### src/rtl/alu_issue.sv
// alu_issue: command FIFO in front of an external combinational ALU, with a
// registered result stage and a completed-transfer counter.
//
// Ports
//   clk, rst_n             clock (rising edge), async active-low reset
//   in_valid/in_ready      command handshake; in_a, in_b, in_op form the command
//   alu_a, alu_b, alu_op   FIFO head presented to the external ALU
//   alu_res, alu_carry     combinational ALU result for the FIFO head
//   out_valid/out_ready    result handshake; out_res, out_carry, out_op hold it
//   done_cnt               16-bit wrapping count of completed result transfers

package enums_pkg;
   typedef enum logic [2:0] {
      NOP    = 3'd0,
      ADD    = 3'd1,
      SUB    = 3'd2,
      AND    = 3'd3,
      OR     = 3'd4,
      XOR    = 3'd5,
      SHIFTL = 3'd6,
      SHIFTR = 3'd7
   } OP_CODE;
endpackage

module alu_issue
   import enums_pkg::*;
#(
   parameter int DEPTH = 4
)
(
   input  logic        clk,
   input  logic        rst_n,
   input  logic        in_valid,
   output logic        in_ready,
   input  logic [7:0]  in_a,
   input  logic [7:0]  in_b,
   input  OP_CODE      in_op,
   output logic [7:0]  alu_a,
   output logic [7:0]  alu_b,
   output OP_CODE      alu_op,
   input  logic [7:0]  alu_res,
   input  logic        alu_carry,
   output logic        out_valid,
   input  logic        out_ready,
   output logic [7:0]  out_res,
   output logic        out_carry,
   output OP_CODE      out_op,
   output logic [15:0] done_cnt
);

   localparam int PW = $clog2(DEPTH);
   localparam logic [PW:0] DEPTH_C = (PW+1)'(DEPTH);

   logic [PW-1:0] wr_ptr;
   logic [PW-1:0] rd_ptr;
   logic [PW:0]   count;

   logic [7:0] mem_a  [DEPTH];
   logic [7:0] mem_b  [DEPTH];
   OP_CODE     mem_op [DEPTH];

   logic not_empty;
   logic push;
   logic pop;

   // in_ready looks only at the registered count, so a full FIFO refuses a
   // push even when a pop frees a slot on the same edge.
   assign not_empty = (count != '0);
   assign in_ready  = (count < DEPTH_C);
   assign push      = in_valid && in_ready;
   assign pop       = not_empty && (!out_valid || out_ready);

   // The head entry feeds the ALU directly; an empty FIFO presents a NOP
   // with zero operands so the ALU inputs never show stale entries.
   always_comb begin
      alu_a  = 8'h00;
      alu_b  = 8'h00;
      alu_op = NOP;
      if (not_empty) begin
         alu_a  = mem_a[rd_ptr];
         alu_b  = mem_b[rd_ptr];
         alu_op = mem_op[rd_ptr];
      end
   end

   // Storage needs no reset: entries are only visible through the pointers.
   always_ff @(posedge clk) begin
      if (push) begin
         mem_a[wr_ptr]  <= in_a;
         mem_b[wr_ptr]  <= in_b;
         mem_op[wr_ptr] <= in_op;
      end
   end

   // Pointers wrap naturally because DEPTH is a power of two.
   always_ff @(posedge clk or negedge rst_n) begin
      if (!rst_n) begin
         wr_ptr <= '0;
         rd_ptr <= '0;
         count  <= '0;
      end else begin
         if (push) wr_ptr <= wr_ptr + 1'b1;
         if (pop)  rd_ptr <= rd_ptr + 1'b1;
         case ({push, pop})
            2'b10:   count <= count + 1'b1;
            2'b01:   count <= count - 1'b1;
            default: count <= count;
         endcase
      end
   end

   // A pop captures the ALU result for the head; otherwise a completed
   // handshake empties the output stage and a stalled one holds it.
   always_ff @(posedge clk or negedge rst_n) begin
      if (!rst_n) begin
         out_valid <= 1'b0;
         out_res   <= 8'h00;
         out_carry <= 1'b0;
         out_op    <= NOP;
      end else if (pop) begin
         out_valid <= 1'b1;
         out_res   <= alu_res;
         out_carry <= alu_carry;
         out_op    <= alu_op;
      end else if (out_valid && out_ready) begin
         out_valid <= 1'b0;
      end
   end

   always_ff @(posedge clk or negedge rst_n) begin
      if (!rst_n) begin
         done_cnt <= 16'h0000;
      end else if (out_valid && out_ready) begin
         done_cnt <= done_cnt + 16'h0001;
      end
   end

endmodule

### config.mk
export PLATFORM = sky130hd
export DESIGN_NAME = alu_issue
export DESIGN_NICKNAME = d
export VERILOG_FILES = /design/src/rtl/alu_issue.sv
export SDC_FILE = /design/constraint.sdc
export NUM_CORES = 1
export LEC_CHECK = 0
export ABC_AREA = 1
export BUFFER_PORTS_ARGS = -buffer_cell sky130_fd_sc_hd__buf_2
export CAP_MARGIN = 20
export CORE_ASPECT_RATIO = 0.7
export CORE_MARGIN = 10
export CORE_UTILIZATION = 24
export CTS_BUF_LIST = sky130_fd_sc_hd__clkbuf_8
export CTS_CLUSTER_SIZE = 30
export DETAILED_ROUTE_END_ITERATION = 10
export GPL_TIMING_DRIVEN = 0
export PLACE_DENSITY = 0.52
export SLEW_MARGIN = 20
export SYNTH_ARGS = -nofsm -noshare
export SYNTH_HDL_FRONTEND = slang
export SYNTH_SLANG_ARGS = --single-unit
export TNS_END_PERCENT = 30
### constraint.sdc
create_clock -name clk -period 2.95 [get_ports clk]
set_clock_uncertainty 0.2 [all_clocks]
set_input_delay 0.885 -clock clk [delete_from_list [all_inputs] [get_ports clk]]
set_output_delay 0.885 -clock clk [all_outputs]
set_load 0.02 [all_outputs]
Word level (Yosys, flattened, before mapping). Memory sizes are Yosys's and may differ from the RTL's. Cells that the tools add are included.

Muxes and demuxes: 8. Add/subtract/negate cells: 5. Reduce and logical (&&, ||, !) cells: 8. Order comparisons: 1. Equality and inequality tests: 2.

Operators by type and width (number): $add A16 B1 Y16 const B (1); $mux W8 (2); $pmux W3 S2 (1); $add A2 B1 Y2 const B (2); $mux W1 (4); $reduce_bool A2 Y1 (2); $add A3 B1 Y3 const B (1); $logic_and A1 B1 Y1 (3); $lt A3 B3 Y1 const B (1); $mux W3 (1); $reduce_bool A3 Y1 (1); $sub A3 B1 Y3 const B (1); $eq A2 B1 Y1 const B (1); $eq A2 B2 Y1 const B (1); $logic_not A1 Y1 (1); $logic_or A1 B1 Y1 (1).

Bits in registers: 36. Memories kept: 3. Output and inout bits: 49. Word-level logic and storage cells: 35. Bits of input ports: 32. Bits in writable memories: 76.

Memories: mem_a (depth 4, width 8, rd ports 1, clocked after memory_dff 0, write ports 1, line 58) `logic [7:0] mem_a [DEPTH];`; mem_b (depth 4, width 8, rd ports 1, clocked after memory_dff 0, write ports 1, line 59) `logic [7:0] mem_b [DEPTH];`; mem_op (depth 4, width 3, rd ports 1, clocked after memory_dff 0, write ports 1, line 60) `OP_CODE mem_op [DEPTH];`.

Logic depth before layout (Yosys ltp).
Depth in word-level cells: 5. Gate-level depth with buffers: 11. Depth with buffers taken out: 10.

Least setup slack after synthesis. No wires, ideal clock.

Path kind: input to register. Start point: input out_ready. End point: register count[2]. Stages on the path: 11. Buffers on the path: 1. Slack: 411 ps. Arrival: 2208 ps. Required time: 2619 ps. Library setup time: 131 ps. Path through: inv_1 > nand2_1 > nand2_2 > inv_1 > buf_4 > ha_1 > inv_1 > fa_1 > a21oi_1 > o21ai_0 > xor2_1.

Cells in the longest elaborated chain, start to end: 4. Elaborated cells on any way between the ends: 6. Those cells by class: eq/ne (2); mux (1); reduce/logical (3).

RTL lines: start: declaration (line 44) `input logic out_ready,`; $logic_or A1 B1 Y1 * (line 71) `assign pop = not_empty && (!out_valid || out_ready);`; $logic_and A1 B1 Y1 * (line 71); net pop (line 64) `logic pop;`; $eq A2 B1 Y1 / $eq A2 B2 Y1 (equally long branches) (line 104) `case ({push, pop})`; $pmux W3 S2 / $reduce_bool A2 Y1 (equally long branches); end signal: assignment (line 105) `2'b10: count <= count + 1'b1;`; end signal: assignment (line 106) `2'b01: count <= count - 1'b1;`; end signal: assignment (line 107) `default: count <= count;`; end: declaration (line 56) `logic [PW:0] count;`.

Mark *: on every way through the listed nets, which the timed path passes. The rest lies on a longest branch. A chain may end at the register's enable or synchronous reset.

Final worst setup path.
Start point: register rd_ptr[0]. End point: output alu_b[5].

Cells in the longest elaborated chain, start to end: 2.

RTL lines: start: declaration (line 55) `logic [PW-1:0] rd_ptr;`; start signal: assignment (line 103) `if (pop) rd_ptr <= rd_ptr + 1'b1;`; $mem_v2 Z4 W8; $mux W8 (line 79) `if (not_empty) begin`; end: declaration (line 39) `output logic [7:0] alu_b,`.

No other way between the ends.

==> flow_summary_export.csv <==
group,metric,value,unit
pwr,switchingPower,2.42,mW
pwr,pwr-share-comb,44.1,%
worst_setup_path,worstPathArrival,1.80,ns
pwr,ir_drop,322,µV
worst_setup_path,crit_start,"rd_ptr[0]",
cts,cts_made_buffers,9,
place,portBuffers,80,
worst_setup_path,r2r_start,"count[0]",
logic_synthesis,syn_area,4600,µm²
hold_path,min_from,"count[0]",
floorplan,rows,42,
worst_setup_path,cpLargestDelayFamily,"buffers and inverters",
finish,fin_util,29.6,%
floorplan,start_util,24.4,%
route,vias,3144,
global_routing,grt_max_degree,37,
logic_synthesis,syn_nets,447,
cts,clk_pin_slew,0.11,ns
logic_synthesis,syn-instance-count,408,
worst_setup_path,worstPathMaxFanout,10,
place,place_congestion,0.765,
worst_setup_path,crit_path_end,"alu_b[5]",
worst_setup_path,r2r_setup_slack,0.63,ns
worst_setup_path,cp_slowest_cell,"dfrtp_2",
global_routing,gr-total-overflow,0,
pwr,power_density,1010,nW/µm²
global_routing,grt_pass1_wl,17.9,mm
worst_setup_path,cpPeakStageDelay,0.46,ns
floorplan,fp.dieH,136,µm
sta,drv_slew,0,
flow_run,maxCapViolCount,0,
worst_setup_path,path_common_cell,"buf_4",
worst_setup_path,r2r_end,"count[2]",
finish,syn_to_final_growth,21.3,%
route,first_pass_iters,7,
logic_synthesis,synth_seq_area_share,69.2,%
finish,drive_above_1_share,26.2,%
sta,fmax,347,MHz
worst_setup_path,cp.required,1.87,ns
worst_setup_path,cp_num_buf_inv,4,
cts,ctsRootBufferMaster,"clkbuf_8",
route,drt_iter0_markers,178,
finish,fin_nets,538,
logic_synthesis,ys_seq_elements,112,
sta,setup_slack,0.0682,ns
place,dpl.hpwl,8.25,mm
pwr,clkPwrFrac,17.0,%
cts,cts.htree.levels,3,
floorplan,fp.dieArea,25200,µm²
floorplan,fp.dieW,186,µm
sta,fin_crit_sh,97.7,%
sta,rsz0062_at_grt,"yes",
status,status,"complete, no violations",
worst_setup_path,critPathCaptureType,"output pin",
cts,cts_tree,"yes",
global_routing,grt_pass1_vias,3140,
sta,maxSlewHeadroom,44.9,%
floorplan,io_pins,81,
cts,cts_sinks,112,
sta,fin_crit,2.88,ns
finish,instances_no_fill,747,
pwr,seqPwrFrac,38.9,%
worst_setup_path,worstPathCellList,"inv_2 > buf_4 > buf_4 > o21ai_1 > a21oi_1 > buf_4",
place,dpl.cell_count,730,
pwr,p_leak,2.30,nW
worst_setup_path,cp_num_cells,6,
pwr,p_sw_share,42.9,%
sta,setup_viol,0,
place,post-place-ws,0.0731,ns
sta,tightestPinTransition,0.826,ns
cts,clk_latency,0.37,ns
route,ant_nets,0,
route,routed_wl,11.8,mm
pwr,p_int,3.22,mW
cts,clockBufferDepth,2,
worst_setup_path,setup.worst_path.start_class,"flop",
logic_synthesis,synth_cell_types,25,
route,drc,0,
logic_synthesis,ys_warn_count,0,
logic_synthesis,avgSynthCellArea,11.3,µm²
global_routing,antenna_found_initial,2,
sta,finalHoldViolCount,0,
sta,fin_tns_setup,0,ns
global_routing,grt_usage,9.31,%
worst_setup_path,r2r_cells,11,
hold_path,hold_path_class,"flop to flop",
floorplan,core_area,18900,µm²
route,avgViaCountPerCell,4.21,
worst_setup_path,critPathKind,"flop to output pin",
route,wl_per_cell,15.8,µm
## layout by cell type, fill, tap and decap left out
| cell | synthesis | layout |
|---|---|---|
| nand3_1 | 11 | 11 |
| buf_6 | 2 | 3 |
| a21oi_2 | 0 | 4 |
| inv_1 | 19 | 19 |
| xnor2_1 | 8 | 8 |
| o21ai_1 | 10 | 10 |
| inv_8 | 0 | 2 |
| ha_1 | 6 | 6 |
| bufinv_16 | 0 | 1 |
| inv_6 | 0 | 2 |
| nor2_4 | 0 | 4 |
| edfxtp_1 | 76 | 76 |
| clkbuf_8 | 0 | 9 |
| nand2_1 | 69 | 69 |
| o21ai_0 | 28 | 28 |
| buf_4 | 4 | 7 |
| clkbuf_2 | 0 | 4 |
| nand4_1 | 2 | 2 |
| nor2_2 | 4 | 4 |
| nand3_2 | 1 | 1 |
| fa_1 | 1 | 1 |
| nand3b_1 | 2 | 2 |
| inv_2 | 3 | 3 |
| diode_2 | 0 | 1 |
| nor2_1 | 85 | 81 |
| a21oi_1 | 18 | 14 |
| nor3_1 | 2 | 2 |
| xor2_1 | 8 | 8 |
| clkinv_2 | 0 | 1 |
| dfrtp_1 | 36 | 35 |
| clkinv_4 | 0 | 1 |
| buf_2 | 3 | 81 |
| nand2_2 | 4 | 4 |
| dfrtp_2 | 0 | 1 |
## state kept, by name, summed over array words and instances (netlist names)
register / cells
rd_ptr: 2
out_res: 8
count: 3
out_carry: 1
mem_b: 32
out_valid: 1
mem_op: 12
done_cnt: 16
mem_a: 32
wr_ptr: 2
out_op: 3
## repair_timing
action                                  4_1_cts  5_1_grt
resized for setup                             6       13
hold buffers                                  0        0
hold endpoints to repair                      0        0
setup buffers                                 0        0
endpoints found under the setup margin       16       19
## cells by family (layout without fill, tap and decap cells)
| kind of cell | Yosys count | after routing | share of synthesized area (%) |
|---|---|---|---|
| fa+ha+maj | 7 | 7 | 2.07 |
| flops | 112 | 112 | 69.2 |
| other cells | 0 | 1 | 0 |
| compound gates | 56 | 56 | 6.09 |
| simple gates | 180 | 180 | 15.9 |
| xor+xnor | 16 | 16 | 3.05 |
| buf+inv | 37 | 133 | 3.75 |
## worst min path at each step
| stage | endpoint | slack (ns) | cells after the start |
|---|---|---|---|
| 2_1_floorplan | count[0] | 0.25 | 1 |
| 3_3_place_gp | out_res[1] | 0.26 | 2 |
| 3_5_place_dp | out_res[7] | 0.26 | 2 |
| 4_1_cts | count[0] | 0.28 | 1 |
| 5_1_grt | out_res[7] | 0.31 | 2 |
| 6_report | count[0] | 0.28 | 1 |
## synth_stat cells
cell | number | share of area (%)
nor2_1 | 85 | 6.9
a21oi_1 | 18 | 2.0
nand3_1 | 11 | 1.2
nand2_1 | 69 | 5.6
ha_1 | 6 | 1.6
nor3_1 | 2 | 0.22
nand2_2 | 4 | 0.54
nand3_2 | 1 | 0.22
clkbuf_1 | 4 | 0.33
edfxtp_1 | 76 | 50
nand4_1 | 2 | 0.27
buf_2 | 3 | 0.33
inv_2 | 3 | 0.24
buf_1 | 2 | 0.16
buf_4 | 4 | 0.65
inv_1 | 19 | 1.5
dfrtp_1 | 36 | 20
xnor2_1 | 8 | 1.5
nand3b_1 | 2 | 0.33
buf_6 | 2 | 0.49
nor2_2 | 4 | 0.54
o21ai_1 | 10 | 1.1
xor2_1 | 8 | 1.5
fa_1 | 1 | 0.44
o21ai_0 | 28 | 3.0
## power groups by stage
stage | logic, mW | clock network (mW) | registers [mW]
2_1_floorplan | 1.39 | 0 | 2.35
3_3_place_gp | 2.40 | 0 | 2.22
3_5_place_dp | 2.48 | 0 | 2.23
4_1_cts | 2.51 | 0.988 | 2.19
5_1_grt | 2.77 | 1.04 | 2.22
6_report | 2.48 | 0.959 | 2.19
## routing by layer
layer / GRT usage (%) / vias up / wire [µm]
li1: - / 1537 / -
met1: 12.0 / 1527 / 5280
met2: 15.0 / 63 / 5740
met3: 2.83 / 13 / 680
met4: 2.07 / 4 / 104
met5: 0 / - / 27
## layout make-up
cell class | count | area, µm²
Clock inverter | 7 | 83.8
Inverter | 22 | 82.6
Clock buffer | 9 | 124
Timing Repair Buffer | 80 | 405
Buffer | 15 | 106
Multi-Input combinational cell | 259 | 1290
Antenna cell | 1 | 2.50
Tap cell | 242 | 303
Fill cell | 1943 | 13300
Sequential cell | 112 | 3180
## metrics by stage
stage / power (mW) / hold slack, ns / cell area [µm²]
global placement: 4.62 / 0.257 / 5310
global route: 6.03 / 0.310 / 5580
floorplan: 3.74 / 0.246 / 4600
finish: 5.63 / 0.284 / 5580
CTS: 5.69 / 0.285 / 5550
detailed placement: 4.71 / 0.260 / 5340
Note: power is estimated with default switching activity, not from simulation.
